$ cat src/rtl/fft_stage_sequencer.sv
// fft_stage_sequencer: generates every radix-2 butterfly operand pair and its
// twiddle index, stage by stage, for an in-place FFT over SAMPLES points.
// Optional macro FFT_SEQ_STAGE_BARRIER_EN: adds a pipe_idle input and a
// BARRIER state that waits for the butterfly pipeline to drain after each stage.
module fft_stage_sequencer #(
  parameter int SAMPLES = 16,
  parameter int WIDTH   = 3,
  parameter int LOG2N   = $clog2(SAMPLES)
) (
  input  logic             clk,
  input  logic             rst,
  input  logic             start,
  output logic             busy,
  output logic             done,
  output logic             pair_valid,
  input  logic             pair_ready,
`ifdef FFT_SEQ_STAGE_BARRIER_EN
  input  logic             pipe_idle,
`endif
  output logic [LOG2N-1:0] idx_a,
  output logic [LOG2N-1:0] idx_b,
  output logic [LOG2N-2:0] tw_idx,
  output logic [LOG2N-1:0] stage,
  output logic             last_pair
);

  // WIDTH only sizes the external datapath; it is checked here for sanity.
  if (SAMPLES < 4 || SAMPLES > 1024 || (SAMPLES & (SAMPLES - 1)) != 0 ||
      LOG2N != $clog2(SAMPLES) || WIDTH < 1) begin : g_param_check
    $error("fft_stage_sequencer: illegal parameter combination");
  end

  typedef enum logic [1:0] {
    ST_IDLE,
    ST_RUN,
    ST_DONE
`ifdef FFT_SEQ_STAGE_BARRIER_EN
    , ST_BARRIER
`endif
  } state_t;

  state_t           state_reg, state_next;
  logic [LOG2N-1:0] s_reg, s_next;
  logic [LOG2N-2:0] g_reg, g_next;
  logic [LOG2N-2:0] j_reg, j_next;
  logic [LOG2N-1:0] idx_a_reg, idx_a_next;
  logic [LOG2N-1:0] idx_b_reg, idx_b_next;
  logic [LOG2N-2:0] tw_reg, tw_next;
  logic             load;
  logic [LOG2N-1:0] span, grp_cnt, span_next, tw_shift;
  logic             j_last, g_last, s_last;

  // Position within the current stage: end of butterfly run, group, stage.
  always_comb begin
    span    = LOG2N'(1) << s_reg;
    grp_cnt = LOG2N'(SAMPLES / 2) >> s_reg;
    j_last  = ({1'b0, j_reg} == span - 1'b1);
    g_last  = ({1'b0, g_reg} == grp_cnt - 1'b1);
    s_last  = (s_reg == LOG2N'(LOG2N - 1));
  end

  // Next state and counter advance; counters move only on start or transfer.
  always_comb begin
    state_next = state_reg;
    s_next     = s_reg;
    g_next     = g_reg;
    j_next     = j_reg;
    load       = 1'b0;
    case (state_reg)
      ST_IDLE: begin
        if (start) begin
          state_next = ST_RUN;
          s_next     = '0;
          g_next     = '0;
          j_next     = '0;
          load       = 1'b1;
        end
      end
      ST_RUN: begin
        if (pair_ready) begin
          load = 1'b1;
          if (!j_last) begin
            j_next = j_reg + 1'b1;
          end else if (!g_last) begin
            j_next = '0;
            g_next = g_reg + 1'b1;
          end else begin
            j_next = '0;
            g_next = '0;
            // After the final stage the counters fold back to zero, which
            // also tells the barrier that the transform is complete.
            s_next = s_last ? '0 : s_reg + 1'b1;
`ifdef FFT_SEQ_STAGE_BARRIER_EN
            state_next = ST_BARRIER;
`else
            if (s_last) state_next = ST_DONE;
`endif
          end
        end
      end
      ST_DONE: state_next = ST_IDLE;
`ifdef FFT_SEQ_STAGE_BARRIER_EN
      ST_BARRIER: begin
        if (pipe_idle) state_next = (s_reg == '0) ? ST_DONE : ST_RUN;
      end
`endif
      default: state_next = ST_IDLE;
    endcase
  end

  // Addresses and twiddle index for the pair the counters will point at next.
  always_comb begin
    span_next  = LOG2N'(1) << s_next;
    tw_shift   = LOG2N'(LOG2N - 1) - s_next;
    idx_a_next = ((LOG2N'(g_next) << 1) << s_next) + LOG2N'(j_next);
    idx_b_next = idx_a_next + span_next;
    tw_next    = j_next << tw_shift;
  end

  // State, counters and registered pair outputs; held while stalled.
  always_ff @(posedge clk or posedge rst) begin
    if (rst) begin
      state_reg <= ST_IDLE;
      s_reg     <= '0;
      g_reg     <= '0;
      j_reg     <= '0;
      idx_a_reg <= '0;
      idx_b_reg <= '0;
      tw_reg    <= '0;
    end else begin
      state_reg <= state_next;
      if (load) begin
        s_reg     <= s_next;
        g_reg     <= g_next;
        j_reg     <= j_next;
        idx_a_reg <= idx_a_next;
        idx_b_reg <= idx_b_next;
        tw_reg    <= tw_next;
      end
    end
  end

`ifdef FFT_SEQ_STAGE_BARRIER_EN
  assign busy = (state_reg == ST_RUN) || (state_reg == ST_BARRIER);
`else
  assign busy = (state_reg == ST_RUN);
`endif
  assign done       = (state_reg == ST_DONE);
  assign pair_valid = (state_reg == ST_RUN);
  assign last_pair  = (state_reg == ST_RUN) && s_last && g_last && j_last;
  assign idx_a      = idx_a_reg;
  assign idx_b      = idx_b_reg;
  assign tw_idx     = tw_reg;
  assign stage      = s_reg;

endmodule

$ cat config.mk
export PLATFORM = sky130hd
export DESIGN_NAME = fft_stage_sequencer
export DESIGN_NICKNAME = d
export VERILOG_FILES = /design/src/rtl/fft_stage_sequencer.sv
export SDC_FILE = /design/constraint.sdc
export NUM_CORES = 1
export LEC_CHECK = 0
export CAP_MARGIN = 10
export CORE_MARGIN = 2
export CORE_UTILIZATION = 40
export DETAILED_ROUTE_END_ITERATION = 8
export GPL_ROUTABILITY_DRIVEN = 0
export SLEW_MARGIN = 5
export SYNTH_ARGS = -nofsm -noshare
export SYNTH_HDL_FRONTEND = slang
export SYNTH_SLANG_ARGS = --single-unit
$ cat constraint.sdc
create_clock -name clk -period 9.9 [get_ports clk]
set_input_delay 1.98 -clock clk [delete_from_list [all_inputs] [get_ports clk]]
set_output_delay 1.98 -clock clk [all_outputs]
set_load 0.01 [all_outputs]
==> results of run 1 <==
## logic make-up after synthesis
| kind of cell | share of synthesized area |
|---|---|
| simple gates | 0.2297 |
| compound gates | 0.1752 |
| flops | 0.3688 |
| buf+inv | 0.04945 |
| fa+ha+maj | 0.08550 |
| mux | 0.05280 |
| xor+xnor | 0.03856 |
## worst max-delay path by stage
stage | start | end | slack [ns] | cells after the start
2_1_floorplan | start | idx_b[3]$_DFFE_PP0P_ | 5.05 | 12
3_3_place_gp | start | idx_b[3]$_DFFE_PP0P_ | 4.35 | 12
3_5_place_dp | start | idx_b[3]$_DFFE_PP0P_ | 4.30 | 12
4_1_cts | start | idx_b[3]$_DFFE_PP0P_ | 4.57 | 12
5_1_grt | start | idx_b[3]$_DFFE_PP0P_ | 4.27 | 13
6_report | pair_ready | idx_b[3]$_DFFE_PP0P_ | 4.57 | 13
## stage by stage
step | utilization | hold WS, ns | cells | instance area [um2] | worst slack (ns)
2_1_floorplan | - | 0.5115 | 153 | 1493 | 5.046
3_3_place_gp | 0.4769 | 0.4688 | 216 | 1733 | 4.346
3_5_place_dp | 0.4769 | 0.4767 | 216 | 1733 | 4.300
4_1_cts | 0.4921 | 0.5053 | 220 | 1788 | 4.573
5_1_grt | 0.4921 | 0.5341 | 220 | 1788 | 4.266
6_report | 0.4921 | 0.4924 | 220 | 1788 | 4.571
## layout make-up
type | instances | area [um2]
Fill cell | 352 | 1846
Multi-Input combinational cell | 116 | 868.3
Sequential cell | 22 | 550.5
Timing Repair Buffer | 23 | 227.7
Tap cell | 48 | 60.06
Clock buffer | 4 | 55.05
Inverter | 7 | 26.28
## power groups by stage
stage / logic, mW / registers (mW) / clock network [mW]
2_1_floorplan: 0.196 / 0.144 / 0
3_3_place_gp: 0.267 / 0.145 / 0
3_5_place_dp: 0.271 / 0.145 / 0
4_1_cts: 0.273 / 0.144 / 0.0678
5_1_grt: 0.300 / 0.149 / 0.0703
6_report: 0.270 / 0.144 / 0.0646
## layout by cell type (no fill, tap or decap), types with 3 or more instances in the layout
master and instances:
clkdlybuf4s50_1 22, a21oi_1 5, nor3_1 4, and2_1 3, dfrtp_1 22, o31ai_1 5
o21ai_0 10, inv_1 5, nand3_1 6, clkbuf_8 4, and4bb_1 3, ha_1 7
mux2_2 5, nor2_1 17, nand2_1 14
## tightest hold or removal path, stage by stage (launching register included)
cell     delay, ns
dfrtp_1       0.35
nand2_1       0.05
o31ai_1       0.06
## metal layers
metal  vias up  track usage  wire [um]
met5         -            0          0
met4         0      0.04688         42
met3         6      0.04514        108
met2        22       0.2874       1599
met1       586       0.2139       1472
li1        588            -          -
==> flow_summary.yaml, run 1 <==
outcome:
  outcome: "complete, no violations"
worst_hold_path:
  worstHoldEndpoint: "tw_idx[0]$_DFFE_PP0P_"
  hold_path.class: "reg -> reg"
  hold-path-cell-count: 2
  worst_hold_startpoint: "tw_idx[0]$_DFFE_PP0P_"
routing:
  avgViaCountPerCell: 5.464
  drt_first_iter_violations: 58
  post_drt_wl_per_cell_um: 14.65
  detail_route.wirelength_um: 3223
  drtAntennaViolNets: 0
  routed-via-count: 1202
  drt-pass1-iter-count: 4
  drt_drc_violations_left: 0
power_and_ir_drop:
  power.combinational.fraction: 0.564
  cell_internal_pwr_mw: 0.2831
  static-leakage-power_nw: 0.8122
  switching_share_of_power: 0.4077
  vdd_ir_drop_max_mv: 0.1472
  power.net_switching_mw: 0.1948
  p_total_mw: 0.4779
  share_of_power_burned_in_the_clock_network: 0.135
  power_density_nw_per_um2: 267.3
  seqPwrFrac: 0.301
clocking:
  cts-htree-levels: 1
  worst_skew_pair.late_latency_ns: 0.26
  cts_setup_buffers: 0
  clockRootBuffer: "clkbuf_8"
  postCtsResizedCells: 0
  clkSlewWorstSetupHoldPaths_ns: 0.08
  cts_buffers: 3
  cts.sink_count: 22
  clock_tree_from_tritoncts: "built"
  max-clock-path-buffers: 2
  cts_hold_buffers: 0
grt:
  grt_overflow: 0
  grt_start_max_net_pins: 23
  first_global_vias: 1189
  groute.usage.overall: 0.1698
  initial_antenna_violation_count: 0
  first_pass_grt_wire_length_um: 5540
setup_path:
  setup.worst_path.start_class: "input port"
  crit-reg2reg-capture: "idx_b[3]$_DFFE_PP0P_"
  timing.rr.start: "stage[0]$_DFFE_PP0P_"
  reg2reg_setup_slack_ns: 5.91
  critical_path_required_ns: 10.05
  worst_path_largest_cell_delay_ns: 0.56
  critical_path.top_delay_family: "adder cells"
  worst_path_max_delay_cell: "clkdlybuf4s50_1"
  worst_r2r_path_depth: 14
  crit_type: "in -> reg"
  endpoint_kind: "register"
  cp_cell_sequence: "clkdlybuf4s50_1, and3b_1, nand3_4, mux2_2, inv_2, nor3_1, ha_1, fa_1, ha_1, a21oi_1, xnor3_1, xnor2_1, o21ai_1"
  crit_top_cell: "ha_1"
  crit_path_max_fanout: 11
  crit_arrival_ns: 5.48
  worstPathBufferInverterCount: 2
synthesis:
  yosys_warnings: 0
  ys_top_cells_by_count: "22 x dfrtp_1, 17 x nor2_1, 14 x nand2_1"
  yosys_most_used_dff: "dfrtp_1"
  ranking_of_synthesized_cells_by_area: "dfrtp_1 37%, ha_1 5.9%, nor2_1 4.3%"
  yosys.cell_types.count: 47
  syn_area_per_cell_um2: 9.756
  synth_cells: 153
  yosys.area.top_type_share: 0.3688
  synthesis.area_um2: 1493
  syn-num-nets: 166
  synth_edf_count: 0
  netlist.top_cell.by_area: "dfrtp_1"
  yosys.cell_count.top_type: "dfrtp_1"
  synth.yosys.seq_area_share: 0.3688
  yosys_register_bits: 22
  asyncSetResetFlopFracSynth: 1.000
floorplan:
  core_area_um2: 3633
  io-pin-count: 23
  dieArea_um2: 4236
  floorplan.die.width_um: 65.09
  floorplan.die.height_um: 65.09
  start_util: 0.4108
  placement_rows: 22
timing:
  slew-limit-headroom: 0.4124
  timing.setup.tns_ns: 0
  setup_viol_count_final: 0
  hold_viol_final: 0
  final_min_period_over_clock_period: 0.5383
  clock-skew-final_ns: 0.004824
  rsz_0062_raised_after_global_routing: "false"
  tightest_pin_transition_ns: 0.8804
  timing.final.crit_period_ns: 5.329
  fmax_ghz: 0.1877
  maxSlewViolCount: 0
placed_design:
  place.detailed.hpwl_um: 2402
  place.port_buffers: 22
finish:
  post_route_cells_drive_above_1_share: 0.1221
  num_antenna_cells: 0
  finish.net_count: 186
  areaGrowthSynthToFinish_pct: 19.78
run:
  max_cap_violations: 0
(Power assumes the default switching activity.)
==> run 2, diff against run 1 <==
Clock period 9.9 ns to 5.1 ns, I/O delays scaled along.
==> flow_summary.yaml, run 2 (synthesis gave the netlist of run 1 again) <==
outcome:
  outcome: "complete, no violations"
run:
  max_cap_violations: 0
setup_path:
  endpoint_kind: "register"
  critical_path_required_ns: 5.26
  crit_type: "in -> reg"
  reg2reg_setup_slack_ns: 1.09
  setup.worst_path.start_class: "input port"
  worst_r2r_path_depth: 14
  worst_path_max_delay_cell: "clkdlybuf4s50_1"
  timing.rr.start: "stage[0]$_DFFE_PP0P_"
  crit-reg2reg-capture: "idx_b[3]$_DFFE_PP0P_"
  crit_path_max_fanout: 11
  crit_arrival_ns: 4.51
  crit_top_cell: "ha_1"
  worst_path_largest_cell_delay_ns: 0.56
  cp_cell_sequence: "clkdlybuf4s50_1, and3b_1, nand3_4, mux2_2, inv_2, nor3_1, ha_1, fa_1, ha_1, a21oi_1, xnor3_1, xnor2_1, o21ai_1"
clocking:
  cts_buffers: 3
  cts.sink_count: 22
  clockRootBuffer: "clkbuf_8"
  cts-htree-levels: 1
  cts_hold_buffers: 0
  cts_setup_buffers: 0
  worst_skew_pair.late_latency_ns: 0.27
  clkSlewWorstSetupHoldPaths_ns: 0.08
  postCtsResizedCells: 0
  max-clock-path-buffers: 2
  clock_tree_from_tritoncts: "built"
worst_hold_path:
  worst_hold_startpoint: "tw_idx[0]$_DFFE_PP0P_"
  hold-path-cell-count: 2
  hold_path.class: "reg -> reg"
  worstHoldEndpoint: "tw_idx[0]$_DFFE_PP0P_"
timing:
  timing.setup.tns_ns: 0
  final_min_period_over_clock_period: 0.8542
  rsz_0062_raised_after_global_routing: "false"
  setup_viol_count_final: 0
  clock-skew-final_ns: 0.004217
  tightest_pin_transition_ns: 0.8778
  maxSlewViolCount: 0
  slew-limit-headroom: 0.4142
  fmax_ghz: 0.2296
  timing.final.crit_period_ns: 4.356
  hold_viol_final: 0
routing:
  detail_route.wirelength_um: 3297
  drtAntennaViolNets: 0
  routed-via-count: 1220
  post_drt_wl_per_cell_um: 14.99
  drt_drc_violations_left: 0
  avgViaCountPerCell: 5.545
  drt-pass1-iter-count: 6
  drt_first_iter_violations: 76
power_and_ir_drop:
  seqPwrFrac: 0.299
  static-leakage-power_nw: 0.8122
  power_density_nw_per_um2: 523.5
  cell_internal_pwr_mw: 0.5495
  power.combinational.fraction: 0.561
  vdd_ir_drop_max_mv: 0.3119
  share_of_power_burned_in_the_clock_network: 0.141
  power.net_switching_mw: 0.3865
  switching_share_of_power: 0.4129
placed_design:
  place.detailed.hpwl_um: 2457
  place.port_buffers: 22
floorplan:
  dieArea_um2: 4236
  floorplan.die.height_um: 65.09
  start_util: 0.4108
  core_area_um2: 3633
  io-pin-count: 23
  floorplan.die.width_um: 65.09
  placement_rows: 22
grt:
  first_pass_grt_wire_length_um: 5651
  first_global_vias: 1237
  grt_overflow: 0
  initial_antenna_violation_count: 0
  grt_start_max_net_pins: 23
  groute.usage.overall: 0.1753
finish:
  finish.net_count: 186
  post_route_cells_drive_above_1_share: 0.1221
  areaGrowthSynthToFinish_pct: 19.78
  num_antenna_cells: 0
  finalCoreUtilization: 0.4921
  commonest_cells_after_routing_fill_and_taps_aside: "22 x dfrtp_1, 22 x clkdlybuf4s50_1, 17 x nor2_1"
## run 2: area by class of cell
class                   count  area [um2]
fillers                   356        1846
multi-input cells         116       868.3
flip-flops and latches     22       550.5
repair buffers             23       227.7
well taps                  48       60.06
clock buffers               4       55.05
inverters                   7       26.28
## run 2: through the flow
step / area, um2 / cells / setup WS [ns] / hold WS [ns] / power (mW)
5_1_grt: 1788 / 220 / 0.4458 / 0.5339 / 1.014
3_3_place_gp: 1733 / 216 / 0.5064 / 0.4688 / 0.7982
6_report: 1788 / 220 / 0.7438 / 0.4936 / 0.9360
2_1_floorplan: 1493 / 153 / 1.206 / 0.5115 / 0.6599
4_1_cts: 1788 / 220 / 0.7628 / 0.5059 / 0.9475
3_5_place_dp: 1733 / 216 / 0.4726 / 0.4767 / 0.8109
## run 2: worst max-delay path: cells and delay by family
| family | cells | cell delay, ns |
|---|---|---|
| buf+inv | 2 | 0.65 |
| mux | 1 | 0.38 |
| compound gates | 2 | 0.25 |
| fa+ha+maj | 3 | 1.00 |
| simple gates | 3 | 0.73 |
| xor+xnor | 2 | 0.49 |
## run 2: how the worst max path moves through the flow
stage	end	from	slack, ns	cells after the start
after floorplan	idx_b[3]$_DFFE_PP0P_	start	1.21	12
after global placement	idx_b[3]$_DFFE_PP0P_	start	0.51	12
after detailed placement	idx_b[3]$_DFFE_PP0P_	pair_ready	0.47	13
after CTS	idx_b[3]$_DFFE_PP0P_	pair_ready	0.76	13
after global routing	idx_b[3]$_DFFE_PP0P_	start	0.45	13
final	idx_b[3]$_DFFE_PP0P_	pair_ready	0.74	13
## run 2: power by group through the flow
| stage | clock, mW | combinational, mW | sequential [mW] |
|---|---|---|---|
| 6_report | 0.132 | 0.525 | 0.280 |
| 5_1_grt | 0.138 | 0.587 | 0.289 |
| 4_1_cts | 0.136 | 0.532 | 0.280 |
| 3_5_place_dp | 0 | 0.528 | 0.282 |
| 3_3_place_gp | 0 | 0.517 | 0.281 |
| 2_1_floorplan | 0 | 0.380 | 0.280 |
## run 2: layer usage
| metal | track usage | vias to the layer above | routed length (um) | share of wire |
|---|---|---|---|---|
| met3 | 0.03299 | 11 | 121 | 0.037 |
| met1 | 0.2015 | 596 | 1476 | 0.45 |
| li1 | - | 588 | - | - |
| met2 | 0.3067 | 25 | 1599 | 0.48 |
| met4 | 0.09375 | 0 | 99 | 0.030 |
| met5 | 0 | - | 0 | 0 |
